$ cat src/rtl/ysyx_trap_pkg.sv
// Shared types and constants for the EXU trap/CSR sequencer.
package ysyx_trap_pkg;

    localparam int YSYX_W_WIDTH = 32;

    localparam logic [11:0] CSR_MNONE   = 12'h000;
    localparam logic [11:0] CSR_MSTATUS = 12'h300;
    localparam logic [11:0] CSR_MTVEC   = 12'h305;
    localparam logic [11:0] CSR_MEPC    = 12'h341;
    localparam logic [11:0] CSR_MCAUSE  = 12'h342;

    localparam int CAUSE_ECALL_M = 11;
    localparam int MSTATUS_MIE   = 3;
    localparam int MSTATUS_MPIE  = 7;

    typedef enum logic [2:0] {
        OP_CSRRW = 3'd0,
        OP_CSRRS = 3'd1,
        OP_CSRRC = 3'd2,
        OP_ECALL = 3'd3,
        OP_MRET  = 3'd4
    } trap_op_e;

    typedef enum logic [1:0] {
        ST_IDLE = 2'd0,
        ST_EXEC = 2'd1,
        ST_RESP = 2'd2
    } trap_state_e;

endpackage

$ cat src/rtl/ysyx_csr_alu.sv
// Combinational CSR write-port generator for one system instruction.
module ysyx_csr_alu
    import ysyx_trap_pkg::*;
#(
    parameter int XLEN = YSYX_W_WIDTH,
    parameter int R_W  = 12
) (
    input  logic [2:0]      op,
    input  logic [R_W-1:0]  addr,
    input  logic [XLEN-1:0] old,
    input  logic [XLEN-1:0] src,
    input  logic            src_zero,
    input  logic [XLEN-1:0] pc,
    output logic [R_W-1:0]  waddr0,
    output logic [R_W-1:0]  waddr1,
    output logic [XLEN-1:0] wdata0,
    output logic [XLEN-1:0] wdata1,
    output logic            wen,
    output logic            ecall,
    output logic            redir,
    output logic [XLEN-1:0] rdata
);

    // Addresses are kept in their own block: old is read back through
    // waddr0, so mixing them with the data path would form a false loop.
    always_comb begin
        waddr0 = R_W'(CSR_MNONE);
        waddr1 = R_W'(CSR_MNONE);
        unique case (1'b1)
            (op == OP_CSRRW),
            (op == OP_CSRRS),
            (op == OP_CSRRC): waddr0 = addr;
            (op == OP_ECALL): begin
                waddr0 = R_W'(CSR_MCAUSE);
                waddr1 = R_W'(CSR_MEPC);
            end
            (op == OP_MRET):  waddr0 = R_W'(CSR_MSTATUS);
            default: ;
        endcase
    end

    always_comb begin
        wdata0 = '0;
        wdata1 = '0;
        wen    = 1'b0;
        ecall  = 1'b0;
        redir  = 1'b0;
        rdata  = '0;
        unique case (1'b1)
            (op == OP_CSRRW): begin
                wdata0 = src;
                wen    = 1'b1;
                rdata  = old;
            end
            (op == OP_CSRRS): begin
                wdata0 = old | src;
                wen    = !src_zero;
                rdata  = old;
            end
            (op == OP_CSRRC): begin
                wdata0 = old & ~src;
                wen    = !src_zero;
                rdata  = old;
            end
            (op == OP_ECALL): begin
                wdata0 = XLEN'(CAUSE_ECALL_M);
                wdata1 = pc;
                wen    = 1'b1;
                ecall  = 1'b1;
                redir  = 1'b1;
            end
            (op == OP_MRET): begin
                wdata0               = old;
                wdata0[MSTATUS_MIE]  = old[MSTATUS_MPIE];
                wdata0[MSTATUS_MPIE] = 1'b1;
                wen                  = 1'b1;
                redir                = 1'b1;
            end
            default: ;
        endcase
    end

endmodule

$ cat src/rtl/ysyx_exu_trap.sv
// System-instruction sequencer in front of the CSR file: IDLE -> EXEC -> RESP.
module ysyx_exu_trap
    import ysyx_trap_pkg::*;
#(
    parameter int XLEN = YSYX_W_WIDTH,
    parameter int R_W  = 12
) (
    input  logic            clk,
    input  logic            rst,
    input  logic            in_valid,
    output logic            in_ready,
    input  logic [2:0]      in_op,
    input  logic [XLEN-1:0] in_pc,
    input  logic [XLEN-1:0] in_src,
    input  logic            in_src_zero,
    input  logic [R_W-1:0]  in_csr_addr,
    input  logic [4:0]      in_rd,
    input  logic [XLEN-1:0] csr_rdata_i,
    input  logic [XLEN-1:0] csr_mtvec_i,
    input  logic [XLEN-1:0] csr_mepc_i,
    output logic            csr_wen_o,
    output logic            csr_valid_o,
    output logic            csr_ecall_o,
    output logic [R_W-1:0]  csr_waddr0_o,
    output logic [R_W-1:0]  csr_waddr1_o,
    output logic [XLEN-1:0] csr_wdata0_o,
    output logic [XLEN-1:0] csr_wdata1_o,
    output logic            out_valid,
    input  logic            out_ready,
    output logic [4:0]      out_rd,
    output logic [XLEN-1:0] out_rdata,
    output logic            redir_valid,
    input  logic            redir_ready,
    output logic [XLEN-1:0] redir_pc
);

    trap_state_e state_q, state_d;

    logic [2:0]      op_q;
    logic [XLEN-1:0] pc_q;
    logic [XLEN-1:0] src_q;
    logic            src_zero_q;
    logic [R_W-1:0]  addr_q;
    logic [4:0]      rd_q;
    logic [XLEN-1:0] rdata_q;
    logic [XLEN-1:0] redir_pc_q;
    logic            need_redir_q;
    logic            out_done_q;
    logic            redir_done_q;

    logic [R_W-1:0]  alu_waddr0, alu_waddr1;
    logic [XLEN-1:0] alu_wdata0, alu_wdata1, alu_rdata;
    logic            alu_wen, alu_ecall, alu_redir;

    logic exec, resp, accept, out_fire, redir_fire, all_done;

    ysyx_csr_alu #(
        .XLEN(XLEN),
        .R_W (R_W)
    ) u_alu (
        .op      (op_q),
        .addr    (addr_q),
        .old     (csr_rdata_i),
        .src     (src_q),
        .src_zero(src_zero_q),
        .pc      (pc_q),
        .waddr0  (alu_waddr0),
        .waddr1  (alu_waddr1),
        .wdata0  (alu_wdata0),
        .wdata1  (alu_wdata1),
        .wen     (alu_wen),
        .ecall   (alu_ecall),
        .redir   (alu_redir),
        .rdata   (alu_rdata)
    );

    // rst gates EXEC combinationally so an aborted op never writes.
    assign exec = (state_q == ST_EXEC) && !rst;
    assign resp = (state_q == ST_RESP) && !rst;

    assign csr_valid_o  = exec;
    assign csr_wen_o    = exec && alu_wen;
    assign csr_ecall_o  = exec && alu_ecall;
    assign csr_waddr0_o = exec ? alu_waddr0 : '0;
    assign csr_waddr1_o = exec ? alu_waddr1 : '0;
    assign csr_wdata0_o = exec ? alu_wdata0 : '0;
    assign csr_wdata1_o = exec ? alu_wdata1 : '0;

    always_comb begin
        state_d     = state_q;
        in_ready    = 1'b0;
        out_valid   = 1'b0;
        redir_valid = 1'b0;
        out_rd      = '0;
        out_rdata   = '0;
        redir_pc    = '0;
        accept      = 1'b0;
        out_fire    = 1'b0;
        redir_fire  = 1'b0;
        all_done    = 1'b0;
        unique case (state_q)
            ST_IDLE: begin
                in_ready = !rst;
                accept   = in_valid && !rst;
                if (accept) state_d = ST_EXEC;
            end
            ST_EXEC: state_d = ST_RESP;
            ST_RESP: begin
                out_valid   = resp && !out_done_q;
                redir_valid = resp && need_redir_q && !redir_done_q;
                out_rd      = rd_q;
                out_rdata   = rdata_q;
                redir_pc    = redir_pc_q;
                out_fire    = out_valid && out_ready;
                redir_fire  = redir_valid && redir_ready;
                all_done    = (out_done_q || out_fire) &&
                              (!need_redir_q || redir_done_q || redir_fire);
                if (all_done) state_d = ST_IDLE;
            end
            default: state_d = ST_IDLE;
        endcase
    end

    always_ff @(posedge clk) begin
        if (rst) state_q <= ST_IDLE;
        else     state_q <= state_d;
    end

    always_ff @(posedge clk) begin
        if (rst) begin
            op_q         <= '0;
            pc_q         <= '0;
            src_q        <= '0;
            src_zero_q   <= 1'b0;
            addr_q       <= '0;
            rd_q         <= '0;
            rdata_q      <= '0;
            redir_pc_q   <= '0;
            need_redir_q <= 1'b0;
            out_done_q   <= 1'b0;
            redir_done_q <= 1'b0;
        end else begin
            if (accept) begin
                op_q       <= in_op;
                pc_q       <= in_pc;
                src_q      <= in_src;
                src_zero_q <= in_src_zero;
                addr_q     <= in_csr_addr;
                rd_q       <= in_rd;
            end
            if (state_q == ST_EXEC) begin
                rdata_q      <= alu_rdata;
                need_redir_q <= alu_redir;
                out_done_q   <= 1'b0;
                redir_done_q <= 1'b0;
                if (alu_redir) rd_q <= '0;
                if (op_q == OP_ECALL)     redir_pc_q <= csr_mtvec_i;
                else if (op_q == OP_MRET) redir_pc_q <= csr_mepc_i;
                else                      redir_pc_q <= '0;
            end
            if (out_fire)   out_done_q   <= 1'b1;
            if (redir_fire) redir_done_q <= 1'b1;
        end
    end

endmodule

$ cat config.mk
export PLATFORM = sky130hd
export DESIGN_NAME = ysyx_exu_trap
export DESIGN_NICKNAME = d
export VERILOG_FILES = /design/src/rtl/ysyx_trap_pkg.sv /design/src/rtl/ysyx_csr_alu.sv /design/src/rtl/ysyx_exu_trap.sv
export SDC_FILE = /design/constraint.sdc
export NUM_CORES = 1
export LEC_CHECK = 0
export ABC_AREA = 0
export ABC_CLOCK_PERIOD_IN_PS = 1400
export BUFFER_PORTS_ARGS = -buffer_cell sky130_fd_sc_hd__buf_2
export CAP_MARGIN = 5
export CELL_PAD_IN_SITES_DETAIL_PLACEMENT = 0
export CELL_PAD_IN_SITES_GLOBAL_PLACEMENT = 1
export CORE_UTILIZATION = 30
export CTS_BUF_LIST = sky130_fd_sc_hd__clkbuf_4
export CTS_CLUSTER_DIAMETER = 80
export DETAILED_ROUTE_END_ITERATION = 10
export HOLD_SLACK_MARGIN = 0.02
export PLACE_DENSITY = 0.85
export SYNTH_ARGS = -nofsm -noshare
export SYNTH_HDL_FRONTEND = slang
export SYNTH_SLANG_ARGS = --single-unit
$ cat constraint.sdc
create_clock -name clk -period 1.4 [get_ports clk]
set_input_delay 0.07 -clock clk [delete_from_list [all_inputs] [get_ports clk]]
set_output_delay 0.07 -clock clk [all_outputs]
set_load 0.02 [all_outputs]
=== Yosys cells after proc, flatten, opt, wreduce, memory -nomap -nowiden ===
Index checks and enable logic that the tools add are counted.

* Reductions and logical operators: 28
* Equal/unequal tests: 8
* Mux-type cells: 32
* Bitwise operators: 3

{| class="wikitable"
|+ Operator list
! operator !! number
|-
| 32-bit two-way mux || 8
|-
| 32-bit case mux with 5 select lines || 1
|-
| 12-bit case mux with 3 select lines || 1
|-
| 32-bit AND || 1
|-
| 32-bit NOT || 1
|-
| 32-bit bitwise OR || 1
|-
| 12-bit two-way mux || 2
|-
| 5-bit two-way mux || 4
|-
| 1-bit logical AND || 11
|-
| 1-bit two-way mux || 11
|-
| 10-bit two-way mux || 1
|-
| 3-bit by 2-bit == test with 1-bit output, second input constant || 2
|-
| 2-bit case mux with 3 select lines || 1
|-
| 3-bit OR reduction || 2
|-
| 1-bit zero test || 5
|-
| 2-bit two-way mux || 2
|-
| 2-bit nonzero test || 2
|-
| 2-bit OR reduction || 2
|-
| 3-bit by 1-bit == test with 1-bit output, second input constant || 1
|-
| 3-bit == test, second input constant || 1
|-
| 3-bit zero test || 1
|-
| 1-bit logical OR || 3
|-
| 2-bit by 1-bit == test with 1-bit output, second input constant || 1
|-
| 2-bit == test, second input constant || 1
|-
| other kinds (5) || 5
|}

* Flip-flop bits (word level): 154
* Output and inout bits: 163
* Input port bits: 186
* Logic and storage cells: 83

=== Logic depth before layout (Yosys ltp) ===
Gate-level depths: netlist of run 1.

* Word-level depth: 9
* Gate-level depth with buffers: 7
* Depth with buffers taken out: 4

=== By module ===
A second synthesis of run 1 with hierarchy kept.

* Cell total of the unflattened synthesis: 1066
* Area total of the unflattened synthesis: 8069.0 um2

{| class="wikitable"
|+ By module, submodules not included
! module !! seq. area each (um2) !! area each (um2) !! times used !! cells each
|-
| ysyx_exu_trap || 3083.0 || 6580.1 || 1 || 858
|-
| ysyx_csr_alu || 0.0 || 1488.9 || 1 || 208
|}

=== Least setup slack after synthesis of run 1 ===
OpenSTA, ideal clock, no wires.

* Kind: register to output
* Start: register op_q[2]
* End: output csr_wdata0_o[11]
* Buffers on the path: 2
* Cell stages (with the launch flop): 6
* Data required time: 1330 ps
* Data arrival time: 1671 ps
* Setup slack: -341 ps
* Path through: dfxtp_1 -> clkbuf_1 -> nor2_1 -> buf_2 -> a22oi_1 -> a21oi_1

* Cells in the longest elaborated chain, start to end: 3
* Elaborated cells between the ends (all ways): 7
* Classes of those cells: eq/ne: 4; mux: 2; reduce/logical: 1

{| class="wikitable"
|+ RTL lines
! element !! RTL line !! source
|-
| from (decl) || ysyx_exu_trap.sv:39 || <nowiki>logic [2:0] op_q;</nowiki>
|-
| from (signal assigned) || ysyx_exu_trap.sv:144 || <nowiki>op_q <= in_op;</nowiki>
|-
| 3-bit == test (tied with other cells) || ysyx_csr_alu.sv:72 || <nowiki>(op == OP_MRET): begin</nowiki>
|-
| 32-bit case mux with 5 select lines * || ysyx_csr_alu.sv:49 || <nowiki>unique case (1'b1)</nowiki>
|-
| 32-bit two-way mux * || ysyx_exu_trap.sv:86 || <nowiki>assign csr_wdata0_o = exec ? alu_wdata0 : '0;</nowiki>
|-
| to (decl) || ysyx_exu_trap.sv:26 || <nowiki>output logic [XLEN-1:0] csr_wdata0_o,</nowiki>
|}

Every way passes the cells marked *; elsewhere a longest branch is shown, timed or not.

=== Worst setup path after layout of run 1 ===
* Start: register state_q[1]
* End: output csr_wdata0_o[3]

* Cells in the longest elaborated chain, start to end: 3

{| class="wikitable"
|+ RTL lines
! element !! RTL line !! source
|-
| from (decl) || ysyx_exu_trap.sv:37 || <nowiki>trap_state_e state_q, state_d;</nowiki>
|-
| from (signal assigned) || ysyx_exu_trap.sv:126 || <nowiki>else state_q <= state_d;</nowiki>
|-
| 2-bit by 1-bit == test with 1-bit output || ysyx_exu_trap.sv:78 || <nowiki>assign exec = (state_q == ST_EXEC) && !rst;</nowiki>
|-
| 1-bit logical AND || ysyx_exu_trap.sv:78 ||
|-
| 32-bit two-way mux || ysyx_exu_trap.sv:86 ||
|}

No other way between the ends.

==> run metrics, run 1 <==
clock sink count approximately 150; Critical Path Sink csr_wdata0_o[3]; CP max stage delay 0.45 ns; R2R depth 10; largest net degree at the start of global routing 146; area of the core 0.0246 mm2; Netlist Area Pre-Place roughly 0.0076 mm2; Finished Cell Area about 0.015 mm2; clock latency on the worst-skew pair ~0.56 ns; Cells after Synth slightly below 1000; HP Class input pin to flop; final hold viol count 0; cell count of the worst hold path 5; FMAX 0.474 GHz; critical path endpoint category output pin; worst slack, placed -0.256 ns; Die Y 161 um; origin of the worst setup path state_q[1]$_SDFFE_PP0P_; first-pass GRT wire length 50.6 mm; Max FO, Critical Path 6; Via Count 9794; GR Util All Layers 24.8%; initial antenna violation count 1; WL final 36.7 mm; Critical Path RT 1.33 ns; CP Cell Sequence or3b_4, buf_4, inv_2, buf_4, a32o_2, buf_6; Main synth FF type dfxtp_1; GRT Residual Overflow 0; syn_area_per_cell 7.71 um2; P&R area growth vs syn 91.0%; fill cell count between 1500 and 2000; Final setup viols 309; CTS H-tree lvls 4; most used cell, CP buf_4; setup_tns -166.13 ns; Starting Density between 30% and 40%; Post-DP HPWL 20.0 mm; reg2reg setup slack -0.57 ns; drt first-iter violations 850; Residual DRC 0; asr flop ratio synth 0%; clock slew at reported path FFs 0.16 ns; RSZ-0062 raised after global routing true; Leakage 0.00611 uW; Seq cells post-synth 154; DR vias/cell about 5.2; maxcap violations 0; number of synthesized flops with an enable pin 0; WP data arrival between 2 and 2.5 ns; final worst slack -0.709 ns; number of global-route vias before repair between 9000 and 10000; die area 0.0260 mm2; RR Endpoint redir_pc_q[17]$_SDFFE_PP0N_; Slew @ Worst Pin 0.702 ns; final worst path period share 151%; Nets approximately 1700; CTS Root Cell clkbuf_4; wire per inst 19.5 um; outcome finished with violations; layout cells sized above 1 44.3%; Rows 57; CP Class flop to output pin; Max Slew Vio Count 0; clock skew after layout 0.0155 ns; IO Port Bufs 340; Worst VDD drop around 0.55 mV; chip width 161 um; post-place instance area about 0.01 mm2; CTS buffer count 17; Post-CTS Hold Buffers about 180; Final Power 10400 uW; placer congestion estimate 0.842; yosys warns 0; crit path launch type flop; CTS max path bufs 2; drt pass-1 iters 9; post-synthesis sequential area ratio 40.6%; Boundary Pins 349; CTS tree done; PD cells 717 mW/mm2; Crit-path slowest cell or3b_4; Yosys cell types 38; remaining antenna violation count after routing 0; FF-to-FF Start op_q[1]$_SDFFE_PP0N_; violated checks negative setup slack; fin crit period ~2.1 ns; worst rel slew slack 53.2%
## cells in the mapped netlist (all sizes together) (2+ instances only)
| cell type | n | area, um2 |
|---|---|---|
| a21oi | 114 | 571 |
| a221oi | 32 | 280 |
| a22oi | 29 | 218 |
| a32o | 3 | 30.0 |
| a32oi | 33 | 289 |
| and2 | 110 | 688 |
| buf | 36 | 234 |
| clkbuf | 72 | 270 |
| dfxtp | 154 | 3080 |
| inv | 3 | 11.3 |
| mux2i | 5 | 50.1 |
| nand2 | 162 | 608 |
| nand2b | 5 | 31.3 |
| nand3 | 2 | 10.0 |
| nand3b | 3 | 22.5 |
| nor2 | 71 | 267 |
| nor2b | 31 | 194 |
| nor3 | 41 | 216 |
| nor3b | 30 | 225 |
| o21a | 4 | 30.0 |
| o21ai | 31 | 155 |
| o21bai | 2 | 15.0 |
| or3b | 2 | 17.5 |
## layer usage
metal / up-vias / global-route usage (%) / wire length [um]
met1: 4686 / 28.9 / 14300
met2: 516 / 43.8 / 18800
met4: 0 / 9.78 / 1150
met5: - / 0 / 0
met3: 80 / 5.42 / 2500
li1: 4512 / - / -
## worst max-delay path, delay by kind of cell, from the launching register on
family                 cells  cell delay, ns
buffers and inverters      4            0.47
AND/OR/NAND/NOR            1            0.45
flip-flops                 1            0.36
AO/OA/AOI/OAI              1            0.22
## layout by cell type, fill, tap and decap left out, drive strengths merged, types with 2 or more instances in the layout
cell and instances:
o21ai 31, nand3 2, mux2i 5, a22oi 29, nor3 41, dlygate4sd3 184, and2 110, bufinv 2
nor2b 31, nor2 71, a32oi 33, nand3b 3, o21a 4, a21oi 114, clkinvlp 3, a221oi 32
inv 9, clkinv 4, a32o 3, o21bai 2, nor3b 30, dfxtp 154, nand2b 5, buf 444
or3b 2, conb 8, clkbuf 29, nand2 162
## worst min path at each step
stage	from	endpoint	slack (ns)
after detailed placement	in_op[0]	op_q[0]$_SDFFE_PP0N_	0.31
after global placement	in_op[2]	op_q[2]$_SDFFE_PP0N_	0.31
final	rst	addr_q[9]$_SDFFE_PP0N_	0.05
after floorplan	in_csr_addr[0]	addr_q[0]$_SDFFE_PP0N_	0.21
after CTS	rst	addr_q[9]$_SDFFE_PP0N_	0.02
after global routing	rst	addr_q[9]$_SDFFE_PP0N_	0.01
## power by group
group / total, uW / switching [uW] / internal, uW
sequential: 4780 / 164 / 4620
combinational: 2660 / 1300 / 1360
clock: 2970 / 1840 / 1130
## layout make-up
type | count | area (um2) | area share, %
flip-flops and latches | 154 | 3100 | 21.3
well taps | 324 | 405 | 2.79
repair buffers | 639 | 5850 | 40.3
diodes | 1 | 2.50 | 0.0172
inverters | 4 | 20.0 | 0.138
clock inverters | 14 | 163 | 1.12
multi-input cells | 726 | 4840 | 33.3
clock buffers | 18 | 135 | 0.931
## kinds of logic after synthesis
family | count (synthesis) | synth area share, %
other cells | 1 | 0.0494
simple gates | 462 | 30.6
flops | 154 | 40.6
buf+inv | 112 | 6.85
mux | 5 | 0.659
compound gates | 251 | 21.2
## state kept, by name, summed over array words and instances, names as in the netlist
register,count
addr_q,12
need_redir_q,1
op_q,3
out_done_q,1
pc_q,32
rd_q,5
rdata_q,32
redir_done_q,1
redir_pc_q,32
src_q,32
src_zero_q,1
state_q,2
## timing repair
action,in CTS,in global routing
buffers inserted,20,18
hold endpoints to repair,153,1
gates cloned,5,13
pin swaps,37,51
resized for setup,254,224
setup endpoints to repair,308,308
## stage by stage
stage | util, % | cells | hold WS (ns)
2_1_floorplan | - | 992 | 0.206
3_3_place_gp | 41.5 | 1612 | 0.305
3_5_place_dp | 41.5 | 1612 | 0.311
4_1_cts | 54.5 | 1853 | 0.0159
5_1_grt | 59.0 | 1880 | 0.0122
6_report | 59.0 | 1880 | 0.0514
Power figures use the tool's default switching activity.
==> run 2, diff against run 1 <==
--- a/config.mk
+++ b/config.mk
@@ -17,6 +17,8 @@
 export DETAILED_ROUTE_END_ITERATION = 10
 export HOLD_SLACK_MARGIN = 0.02
 export PLACE_DENSITY = 0.85
+export REMOVE_ABC_BUFFERS = 1
+export SLEW_MARGIN = 40
 export SYNTH_ARGS = -nofsm -noshare
 export SYNTH_HDL_FRONTEND = slang
 export SYNTH_SLANG_ARGS = --single-unit
==> run metrics, run 2 (same netlist as run 1, synthesis figures left out) <==
Starting Density 30.9% (unchanged); worst rel slew slack 61.5% (+8.3 points); CP Class flop to output pin; RSZ-0062 raised after global routing true; Boundary Pins 349 (unchanged); setup_tns -142.99 ns (+23.13 ns); Hold WS 0.135 ns (+0.0837 ns); Die Y 161 um (unchanged); WHS Endpoint redir_pc_q[4]$_SDFFE_PP0N_; final worst path period share 156% (+5.3 points); combinational fraction of design power 26.4% (+0.9 points); PD cells 709 mW/mm2 (-1.2%); RR Endpoint addr_q[1]$_SDFFE_PP0N_; Max FO, Critical Path 18 (+12); CTS tree done; area of the core 0.0246 mm2 (unchanged); die area 0.0260 mm2 (unchanged); Net Switching 3300 uW (about the same); DR vias/cell 5.26 (+1.0%); WL final 37.2 mm (+1.3%); CTS Root Cell clkbuf_4; clock latency on the worst-skew pair 0.58 ns (+0.02 ns); Post-DP HPWL 19.5 mm (-2.9%); Final Util 59.1% (+0.15 points); Final Power 10300 uW (-0.91%); remaining antenna violation count after routing 0 (unchanged); WP data arrival 2.11 ns (+0.07 ns); Worst VDD drop 0.395 mV (-28%); GRT Residual Overflow 0 (unchanged); layout cells sized above 1 42.0% (-2.3 points); crit path launch type flop; worst slack, placed -0.233 ns (+0.0231 ns); Slew @ Worst Pin 0.578 ns (-0.125 ns); sequential power share 46.4% (+0.5 points); P_int 7010 uW (-1.4%); Residual DRC 0 (unchanged); wire per inst 19.7 um (+0.70%); initial antenna violation count 2 (+1); Max Slew Vio Count 0 (unchanged); CTS H-tree lvls 4 (unchanged); GRT busiest layer met2; CTS max path bufs 2 (unchanged); Leakage 0.00620 uW (+1.4%); final worst slack -0.784 ns (-0.0747 ns); final hold viol count 0 (unchanged); first-pass GRT wire length 49.4 mm (-2.3%); GRT met3 Usage 4.34% (-1.1 points); number of global-route vias before repair 9043 (-3.1%); drt first-iter violations 778 (-8.5%); chip width 161 um (unchanged); cell count of the worst hold path 3 (-2); drt pass-1 iters 5 (-4); clock power share 27.3% (-1.2 points); Final setup viols 309 (unchanged); placer congestion estimate 0.800 (-4.9%); most frequent cells in the layout buf_2, dlygate4sd3_1, nand2_1; Rows 57 (unchanged); HP Class input pin to flop; Net Sw Frac 32.0% (+0.31 points); HP Start rst; GR Util All Layers 24.2% (-0.57 points); CTS buffer count 17 (unchanged); commonest non-fill, non-tap cell in the layout buf_2; largest net degree at the start of global routing 101 (-31%); critical path endpoint category output pin; outcome finished with violations; IO Port Bufs 340 (unchanged); fin crit period 2.18 ns (+0.0747 ns); FMAX 0.458 GHz (-3.4%); clock sink count 154 (unchanged); Via Count 9960 (+1.7%); violated checks negative setup slack; FF-to-FF Start state_q[0]$_SDFFE_PP0P_; met1 Use GR 28.9% (about the same); reg2reg setup slack -0.39 ns (+0.18 ns); clock skew after layout 0.0216 ns (+0.00615 ns); Critical Path RT 1.33 ns (about the same); P&R area growth vs syn 91.5%; Nets 1740 (+0.69%); met2 Use GR 43.1% (-0.67 points); R2R depth 7 (-3); clock slew at reported path FFs 0.15 ns (about the same); maxcap violations 0 (unchanged)
## run 2: how the worst max path moves through the flow
stage	end	slack [ns]	cells past startpoint	from
3_5_place_dp	pc_q[11]$_SDFFE_PP0N_	-0.23	5	state_q[1]$_SDFFE_PP0P_
3_3_place_gp	pc_q[2]$_SDFFE_PP0N_	-0.17	5	state_q[1]$_SDFFE_PP0P_
6_report	csr_wdata1_o[16]	-0.78	6	state_q[0]$_SDFFE_PP0P_
2_1_floorplan	csr_wdata0_o[10]	-3.85	3	op_q[2]$_SDFFE_PP0N_
4_1_cts	csr_wdata1_o[26]	-0.75	6	state_q[0]$_SDFFE_PP0P_
5_1_grt	csr_wdata1_o[16]	-0.88	6	state_q[0]$_SDFFE_PP0P_
## run 2: stage by stage
step,instances,instance area [um2]
2_1_floorplan,884,7120
3_3_place_gp,1607,9920
3_5_place_dp,1607,9920
4_1_cts,1847,13000
5_1_grt,1892,14500
6_report,1892,14500
## run 2: repair_timing
| action | in CTS | in global routing |
|---|---|---|
| setup endpoints to repair | 280 | 307 |
| gates resized for setup | 230 | 289 |
| hold endpoints to repair | 152 | 0 |
| buffers inserted | 16 | 34 |
| cloned | 8 | 17 |
| pin swaps | 26 | 58 |
| hold buffers | 184 | 0 |
## run 2: cell type report
| class | instances | area [um2] |
|---|---|---|
| clock buffer | 18 | 135 |
| clock inverter | 14 | 139 |
| fill | 2012 | 10100 |
| timing repair buffer | 651 | 6160 |
| multi-input combinational | 726 | 4580 |
| antenna | 1 | 2.50 |
| tap | 324 | 405 |
| sequential | 154 | 3100 |
| inverter | 4 | 27.5 |
## run 2: routing by layer
metal,vias up,part of all wire [%]
met5,-,0.027
met4,2,3.3
met3,91,6.5
met2,526,50
met1,4805,40
li1,4536,-
## run 2: power groups by stage
| stage | clock network [uW] | logic [uW] | registers, uW |
|---|---|---|---|
| 6_report | 2810 | 2720 | 4780 |
| 5_1_grt | 3090 | 2890 | 4800 |
| 4_1_cts | 2910 | 2240 | 4750 |
| 3_5_place_dp | 0 | 1640 | 4840 |
| 3_3_place_gp | 0 | 1610 | 4840 |
| 2_1_floorplan | 0 | 759 | 4830 |
## run 2: worst max-delay path, cell delays in order (launching register included)
cell     delay (ns)
dfxtp_2        0.35
or3b_4         0.42
nor3_4         0.16
buf_12         0.15
buf_16         0.15
and2_1         0.18
buf_6          0.13
==> run 3, diff against run 2 <==
--- a/config.mk
+++ b/config.mk
@@ -16,7 +16,7 @@
 export CTS_CLUSTER_DIAMETER = 80
 export DETAILED_ROUTE_END_ITERATION = 10
 export HOLD_SLACK_MARGIN = 0.02
-export PLACE_DENSITY = 0.85
+export PLACE_DENSITY_LB_ADDON = 0.1
 export REMOVE_ABC_BUFFERS = 1
 export SLEW_MARGIN = 40
 export SYNTH_ARGS = -nofsm -noshare
==> run metrics, run 3 (same netlist as run 1, synthesis figures left out) <==
RSZ-0062 raised after global routing true; wire per inst 17.8 um (-9.4%); clock sink count 154 (unchanged); CP Cell Sequence buf_6, nor3b_4, buf_12, buf_4, a22oi_1, a21oi_1, buf_4; Leakage 0.00604 uW (-2.6%); HP Class input pin to flop; non-filler cells, final 1883 (-0.48%); CP Class flop to output pin; crit path launch type flop; violated checks negative setup slack; Post-DP HPWL 20.7 mm (+6.3%); clock latency on the worst-skew pair 0.55 ns (-0.03 ns); setup_tns -122.91 ns (+20.08 ns); fin crit period 2.10 ns (-0.0850 ns); clock power share 30.7% (+3.4 points); DR vias/cell 4.94 (-6.2%); WP data arrival 2.03 ns (-0.08 ns); initial antenna violation count 4 (+2); combinational fraction of design power 24.5% (-1.9 points); Nets 1729 (-0.63%); remaining antenna violation count after routing 0 (unchanged); CTS Root Cell clkbuf_4; CTS buffer count 17 (unchanged); clock slew at reported path FFs 0.14 ns (about the same); Crit-path slowest cell dfxtp_4; P_int 7500 uW (+6.9%); Buffers & Inverters on Critical Path 4 (+1); Boundary Pins 349 (unchanged); Critical Path RT 1.33 ns (about the same); most used cell, CP buf_4; drt first-iter violations 491 (-37%); clock skew after layout 0.0166 ns (-0.00504 ns); Final setup viols 308 (-0.32%); largest net degree at the start of global routing 94 (-6.9%); Final Util 58.2% (-0.88 points); PD cells 742 mW/mm2 (+4.6%); Rows 57 (unchanged); IO Port Bufs 340 (unchanged); CTS max path bufs 2 (unchanged); Net Switching 3130 uW (-5.2%); worst rel slew slack 58.8% (-2.7 points); final worst slack -0.699 ns (+0.0850 ns); sequential power share 44.8% (-1.6 points); P&R area growth vs syn 88.6%; Net Sw Frac 29.5% (-2.6 points); placed cell count 1622 (+0.93%); Residual DRC 0 (unchanged); Worst VDD drop 0.473 mV (+20%); final worst path period share 150% (-6.1 points); Starting Density 30.9% (unchanged); final hold viol count 0 (unchanged); layout cells sized above 1 41.5% (-0.54 points); CP max stage delay 0.38 ns (-0.04 ns); Via Count 9299 (-6.6%); Slew @ Worst Pin 0.618 ns (+0.0404 ns); die area 0.0260 mm2 (unchanged); Max Slew Vio Count 0 (unchanged); FMAX 0.476 GHz (+4.0%); GRT Residual Overflow 0 (unchanged); WL final 33.5 mm (-9.8%); placer congestion estimate 0.768 (-4.0%); GR Util All Layers 23.9% (-0.31 points); number of global-route vias before repair 9047 (+0.044%); CTS tree done; most frequent cells in the layout dlygate4sd3_1, buf_2, nand2_1; CP top delay family buffers and inverters; outcome finished with violations; drt pass-1 iters 4 (-1); Hold WS 0.180 ns (+0.0448 ns); chip width 161 um (unchanged); maxcap violations 0 (unchanged); area of the core 0.0246 mm2 (unchanged); CTS H-tree lvls 4 (unchanged); reg2reg setup slack -0.32 ns (+0.07 ns); Die Y 161 um (unchanged); Final Power 10600 uW (+3.1%); critical path endpoint category output pin; first-pass GRT wire length 49.2 mm (-0.47%); Max FO, Critical Path 5 (-13)
## run 3: changes by cell type in the layout (fill, tap and decap cells not counted), sizes merged
| cell | change |
|---|---|
| clkinvlp | -1 |
| diode | +2 |
| inv | -3 |
| buf | -4 |
| clkbuf | -6 |
| bufinv | +3 |
## run 3: worst paths after layout
| path | startpoint | end | depth (start not counted) |
|---|---|---|---|
| max reg2reg | op_q[1]$_SDFFE_PP0N_ | redir_pc_q[25]$_SDFFE_PP0N_ | 7 |
| min | rst | addr_q[6]$_SDFFE_PP0N_ | 5 |
| max | op_q[1]$_SDFFE_PP0N_ | csr_wdata0_o[19] | 7 |
| min reg2reg | pc_q[26]$_SDFFE_PP0N_ | pc_q[26]$_SDFFE_PP0N_ | 2 |
## run 3: power groups by stage
stage / clock network, uW / registers [uW] / logic [uW]
global placement: 0 / 4840 / 1700
detailed placement: 0 / 4840 / 1710
global route: 3550 / 4790 / 2800
CTS: 3380 / 4750 / 2360
finish: 3260 / 4760 / 2610
floorplan: 0 / 4830 / 759
## run 3: final cells by class
| type | instances | area [um2] |
|---|---|---|
| Fill cell | 2286 | 10300 |
| Antenna cell | 3 | 7.51 |
| Inverter | 4 | 25.0 |
| Clock buffer | 19 | 143 |
| Clock inverter | 13 | 190 |
| Multi-Input combinational cell | 726 | 4550 |
| Timing Repair Buffer | 640 | 5910 |
| Sequential cell | 154 | 3100 |
| Tap cell | 324 | 405 |
## run 3: what timing repair did
item,CTS,global route
endpoints found under the hold margin,153,0
buffers inserted,22,12
gates resized for setup,290,202
cloned,8,7
pin swaps,38,64
hold buffers,184,0
endpoints found under the setup margin,301,308
## run 3: worst register-to-register path: cells and delay by family (launching register included)
kind,cells,cell delay [ns]
buf+inv,4,0.68
flops,1,0.39
compound gates,1,0.38
simple gates,2,0.15
## run 3: metal layers
layer | up-vias | track usage (%) | share of wire (%) | wire length, um
li1 | 4503 | - | - | -
met1 | 4476 | 29.4 | 43 | 14600
met2 | 289 | 41.8 | 50 | 16700
met3 | 29 | 5.24 | 5.4 | 1800
met4 | 2 | 6.48 | 1.2 | 398
met5 | - | 0 | 0.051 | 17
## run 3: metrics by stage
stage | cell area [um2] | setup WS (ns)
final | 14300 | -0.699
after global routing | 14300 | -0.842
after CTS | 13500 | -0.782
after detailed placement | 10100 | -0.325
after global placement | 10100 | -0.271
after floorplan | 7120 | -3.85
